$ cat src/rtl/sfi_pkg.sv
// Shared types and default widths for the software-fault-isolation address guard.
package sfi_pkg;

  localparam int SFI_ADDR_W = 64;
  localparam int SFI_TAG_W  = 8;

  typedef enum logic [1:0] {
    SFI_ZERO  = 2'd0,
    SFI_FORCE = 2'd1,
    SFI_DROP  = 2'd2,
    SFI_RSVD  = 2'd3
  } sfi_mode_e;

  typedef struct packed {
    logic [SFI_TAG_W-1:0] tag;
    logic                 en;
  } region_t;

endpackage

$ cat src/rtl/sfi_region_table.sv
// Sandbox region table: programmable tag/enable entries with a combinational
// any-enabled-entry match and the region-0 tag used for FORCE remapping.
module sfi_region_table
  import sfi_pkg::*;
#(
  parameter int               TAG_W       = SFI_TAG_W,
  parameter int               NUM_REGIONS = 4,
  parameter int               IDX_W       = 2,
  parameter logic [TAG_W-1:0] RST_TAG     = 8'hA2
) (
  input  logic             clk,
  input  logic             rst_n,
  input  logic             cfg_we,
  input  logic [IDX_W-1:0] cfg_idx,
  input  logic [TAG_W-1:0] cfg_tag,
  input  logic             cfg_en,
  input  logic [TAG_W-1:0] lookup_tag,
  output logic             match,
  output logic [TAG_W-1:0] entry0_tag
);

  typedef struct packed {
    logic [TAG_W-1:0] tag;
    logic             en;
  } entry_t;

  entry_t entries [NUM_REGIONS];

  always_ff @(posedge clk) begin
    if (!rst_n) begin
      for (int i = 0; i < NUM_REGIONS; i++) begin
        entries[i] <= '{tag: '0, en: 1'b0};
      end
      entries[0] <= '{tag: RST_TAG, en: 1'b1};
    end else if (cfg_we && (int'(cfg_idx) < NUM_REGIONS)) begin
      entries[cfg_idx] <= '{tag: cfg_tag, en: cfg_en};
    end
  end

  // Lookup sees the pre-write contents when a write lands in the same cycle.
  always_comb begin
    match = 1'b0;
    for (int i = 0; i < NUM_REGIONS; i++) begin
      if (entries[i].en && (entries[i].tag == lookup_tag)) match = 1'b1;
    end
  end

  assign entry0_tag = entries[0].tag;

endmodule

$ cat src/rtl/sfi_guard_pipe.sv
// Two-stage valid/ready address guard: S1 captures the beat and its region match,
// S2 holds the guarded result; violations update sticky fault and a saturating count.
module sfi_guard_pipe
  import sfi_pkg::*;
#(
  parameter int                ADDR_W      = SFI_ADDR_W,
  parameter int                TAG_W       = SFI_TAG_W,
  parameter int                NUM_REGIONS = 4,
  parameter int                CNT_W       = 16,
  parameter logic [TAG_W-1:0]  RST_TAG     = 8'hA2,
  localparam int               IDX_W       = (NUM_REGIONS > 1) ? $clog2(NUM_REGIONS) : 1
) (
  input  logic              clk,
  input  logic              rst_n,
  input  logic              in_valid,
  output logic              in_ready,
  input  logic [ADDR_W-1:0] in_addr,
  input  logic [1:0]        mode,
  output logic              out_valid,
  input  logic              out_ready,
  output logic [ADDR_W-1:0] out_addr,
  output logic              out_viol,
  input  logic              cfg_we,
  input  logic [IDX_W-1:0]  cfg_idx,
  input  logic [TAG_W-1:0]  cfg_tag,
  input  logic              cfg_en,
  output logic              fault,
  input  logic              fault_clr,
  output logic [CNT_W-1:0]  viol_cnt
);

  logic              vld_p1;
  logic [ADDR_W-1:0] addr_p1;
  sfi_mode_e         mode_p1;
  logic              match_p1;

  logic              lookup_match;
  logic [TAG_W-1:0]  entry0_tag;
  logic              drop_p1;
  logic              adv_p1;
  logic              fire_p1;
  logic              commit;

  function automatic logic [ADDR_W-1:0] guard_addr(input logic [ADDR_W-1:0] addr,
                                                   input sfi_mode_e         m,
                                                   input logic              hit,
                                                   input logic [TAG_W-1:0]  tag0);
    if (hit)                   return addr;
    else if (m == SFI_FORCE)   return {tag0, addr[ADDR_W-TAG_W-1:0]};
    else                       return '0;
  endfunction

  function automatic logic [CNT_W-1:0] sat_inc(input logic [CNT_W-1:0] c);
    return (c == '1) ? c : c + 1'b1;
  endfunction

  sfi_region_table #(
    .TAG_W      (TAG_W),
    .NUM_REGIONS(NUM_REGIONS),
    .IDX_W      (IDX_W),
    .RST_TAG    (RST_TAG)
  ) u_table (
    .clk       (clk),
    .rst_n     (rst_n),
    .cfg_we    (cfg_we),
    .cfg_idx   (cfg_idx),
    .cfg_tag   (cfg_tag),
    .cfg_en    (cfg_en),
    .lookup_tag(in_addr[ADDR_W-1 -: TAG_W]),
    .match     (lookup_match),
    .entry0_tag(entry0_tag)
  );

  // A DROP miss never needs S2, so it may leave S1 even while S2 is stalled.
  assign drop_p1  = vld_p1 && !match_p1 && (mode_p1 == SFI_DROP);
  assign adv_p1   = !out_valid || out_ready || drop_p1;
  assign fire_p1  = vld_p1 && adv_p1;
  assign commit   = fire_p1 && !match_p1;
  assign in_ready = rst_n && (!vld_p1 || adv_p1);

  // Stage 1: capture beat and region lookup
  always_ff @(posedge clk) begin
    if (!rst_n) begin
      vld_p1 <= 1'b0;
    end else if (in_valid && in_ready) begin
      vld_p1 <= 1'b1;
    end else if (adv_p1) begin
      vld_p1 <= 1'b0;
    end
  end

  always_ff @(posedge clk) begin
    if (in_valid && in_ready) begin
      addr_p1  <= in_addr;
      mode_p1  <= sfi_mode_e'(mode);
      match_p1 <= lookup_match;
    end
  end

  // Stage 2: apply action and hold output until accepted
  always_ff @(posedge clk) begin
    if (!rst_n) begin
      out_valid <= 1'b0;
      out_addr  <= '0;
      out_viol  <= 1'b0;
    end else if (fire_p1 && !drop_p1) begin
      out_valid <= 1'b1;
      out_addr  <= guard_addr(addr_p1, mode_p1, match_p1, entry0_tag);
      out_viol  <= !match_p1;
    end else if (out_ready) begin
      out_valid <= 1'b0;
    end
  end

  // A commit in the same cycle as a clear restarts the count at one.
  always_ff @(posedge clk) begin
    if (!rst_n) begin
      fault    <= 1'b0;
      viol_cnt <= '0;
    end else if (commit) begin
      fault    <= 1'b1;
      viol_cnt <= fault_clr ? {{(CNT_W-1){1'b0}}, 1'b1} : sat_inc(viol_cnt);
    end else if (fault_clr) begin
      fault    <= 1'b0;
      viol_cnt <= '0;
    end
  end

endmodule

$ cat config.mk
export PLATFORM = sky130hd
export DESIGN_NAME = sfi_guard_pipe
export DESIGN_NICKNAME = d
export VERILOG_FILES = /design/src/rtl/sfi_pkg.sv /design/src/rtl/sfi_region_table.sv /design/src/rtl/sfi_guard_pipe.sv
export SDC_FILE = /design/constraint.sdc
export NUM_CORES = 1
export LEC_CHECK = 0
export ABC_CLOCK_PERIOD_IN_PS = 3200
export CORE_AREA = 2 2 175 177
export CTS_CLUSTER_SIZE = 24
export DETAILED_ROUTE_END_ITERATION = 12
export DIE_AREA = 0 0 177 179
export HOLD_SLACK_MARGIN = 0.12
export PLACE_DENSITY_LB_ADDON = 0.2
export SETUP_SLACK_MARGIN = 0.05
export SLEW_MARGIN = 0
export SYNTH_ARGS = -nofsm -noshare
export SYNTH_HDL_FRONTEND = slang
export SYNTH_SLANG_ARGS = --single-unit
$ cat constraint.sdc
create_clock -name clk -period 3.2 [get_ports clk]
set_clock_uncertainty 0.05 [all_clocks]
set_input_delay 0.64 -clock clk [delete_from_list [all_inputs] [get_ports clk]]
set_output_delay 0.64 -clock clk [all_outputs]
set_load 0.05 [all_outputs]
==> results.ini <==
[drt]
drc=0
drtAntennaViolNets=0
num_vias=5194
drt_iter0_drc=336
routed_wl_um=19550
wl_per_cell_um=16.26
vias_per_cell=4.321
dr.pass1.iters=4

[floorplan]
core-area_um2=30030
fp-row-count=64
die_height_um=179
die-area_um2=31680
dieWidth_um=177
ios=167
initial_core_util_pct=24.45

[clocking]
cts_tree=built
ctsResizeCount=0
root_buffer=clkbuf_16
cts-buffers-inserted=17
post_cts_buffers=0
insertion_delay_ps=430
cts.sinks=187
clkSlewWorstSetupHoldPaths_ps=80
htree_num_levels=4
cts_buffer_depth=2
cts_hold_buf=0

[placed_design]
dp_hpwl_um=12970
portBuffers=166
gp_congestion=0.7601

[synth]
synth_seq_cells=187
synth_fa_ha_area_share_pct=0.1704
yosysTopAreaCell=edfxtp_1
synth-simple-area-share_pct=18.51
synthTopCellsByArea=edfxtp_1, dfxtp_1, a21boi_0, nand3_1, nand2_1
netlist_area_um2=7342
synthArstFlopShare_pct=0
avgSynthCellArea_um2=11.58
synth_edf_count=94
synth-seq-area-share_pct=63.80
synth_xor_area_share_pct=5.130
synthMuxAreaShare_pct=0
synth_cells=634
synth-compound-area-share_pct=10.07
yosysWarnings=0
yosysTopAreaCellShare_pct=38.45
synth.distinct_cells=45
synth_ff_type=edfxtp_1
synthesis.nets=718
synth_top_family_by_area=simple AND/OR/NAND/NOR gates

[sta]
slew_headroom_pct=43.67
min_period_over_period_pct=78.81
rsz0062_at_grt=false
worst_slew_pin_slew_ps=845.0
finalSetupTns_ps=0
drv_slew=0
hold_viol=0
fmax_mhz=396.5
min_period_ps=2522
finalSetupViolations=0
fin_hold_ws_ps=401.6

[critical_path]
required_ps=2510
cp_max_fo=4
worstSetupEndpointType=output pin
cp.arrival_ps=1830
crit_path_start_kind=flip-flop
crit_type=reg -> out

[final_layout]
area_delta_synth_final_pct=37.10
finalNetCount=877
seq_area_um2=4684
antenna_cells=0
multi_input_comb_area_um2=2502
drive_above_1_share_pct=7.692
fill_cells=3064

[grt]
grt_use_total_pct=12.37
grt_start_max_net_pins=81
antenna_found_initial=0
grt_remaining_overflow=0
grt_pass1_wl_um=29530
first_global_vias=5040

[pwr]
irDropWorstVdd_mv=0.3239
power_density_nw_per_um2=531.1
leakage_uw=0.003431

[run_status]
status=completed

[worst_hold_path]
hold_class=reg -> reg

[job]
max_cap_violations=0

[stage by stage]
stage,power [uW],cells,util (%),setup WS [ps],cell area (um^2)
global placement,3288,1170,31.54,598.8,9472
detailed placement,3290,1170,31.54,577.2,9472
finish,5346,1202,33.52,678.0,10070
CTS,5440,1202,33.52,640.6,10070
floorplan,3013,634,-,387.5,7345
global route,5560,1202,33.52,537.8,10070
[cell type report]
cell class,count,share of cell area (%)
Clock buffer,17,4.226
Sequential cell,187,46.54
Timing Repair Buffer,179,17.78
Clock inverter,15,1.678
Multi-Input combinational cell,408,24.86
Tap cell,396,4.922
[report_power, final]
group / total, uW / switching, uW / internal (uW)
registers: 2660 / 41.0 / 2620
logic: 559 / 327 / 232
clock network: 2130 / 1070 / 1060
total: 5350 / 1440 / 3910
[cells by family (layout without fill, tap and decap cells)]
family / after synthesis / count (layout)
buffers and inverters: 39 / 211
xor gates and xnor gates: 43 / 43
adders and majority gates: 1 / 1
AOI/OAI and AO/OA: 101 / 101
DFF: 187 / 187
and+or+nand+nor: 263 / 263
[sequential cells by signal, summed over array words and instances (netlist names)]
register and flops:
out_viol 1, match_p1 1, mode_p1 2, u_table.entries 36, out_valid 1, addr_p1 64
fault 1, viol_cnt 16, out_addr 64, vld_p1 1
[worst max-delay path, stage by stage (launching register included)]
cell,delay [ps]
edfxtp_1,380
nand2b_2,230
o21ai_0,150
buf_4,160
nor2_1,60
nor2b_1,250
buf_12,180
[synth_stat cells (4+ instances only)]
master and count:
nand2b_1 8, a21boi_0 57, a21boi_1 7, edfxtp_1 94
a21oi_1 15, clkbuf_1 21, xnor2_1 22, buf_2 13
nand3_1 70, o21ai_0 4, nand4_1 7, o211a_1 9
nand2_1 92, and3_1 12, and2_1 20, xor2_1 21
nor3b_1 11, nor2_1 12, nor3_1 8, dfxtp_1 93
nor4_1 7
[layout by cell type, fill, tap and decap left out, types with 8 or more instances in the layout]
| cell | instances |
|---|---|
| a21boi_0 | 57 |
| a21oi_1 | 15 |
| and2_1 | 19 |
| and3_1 | 12 |
| buf_4 | 11 |
| clkbuf_16 | 17 |
| clkdlybuf4s50_1 | 164 |
| dfxtp_1 | 93 |
| edfxtp_1 | 94 |
| nand2_1 | 92 |
| nand3_1 | 70 |
| nor2_1 | 11 |
| nor3_1 | 8 |
| nor3b_1 | 11 |
| o211a_1 | 9 |
| xnor2_1 | 22 |
| xor2_1 | 21 |
[layer usage]
metal	GRT usage, %	vias up	wire (um)	share of wire (%)
met5	0	-	0	0
met4	3.857	0	217	1.1
met3	2.651	13	763	3.9
met2	19.67	117	9131	47
met1	16.79	2491	9436	48
li1	-	2573	-	-
[worst paths after layout]
path                                    from      endpoint  slack (ps)  cells past startpoint
worst max-delay path              mode_p1[0]      in_ready         680                      6
worst min register to register  out_addr[19]  out_addr[19]         400                      2
worst min-delay path            out_addr[19]  out_addr[19]         400                      2
worst max register to register    mode_p1[0]   addr_p1[52]         990                      7
Power figures use the tool's default switching activity.
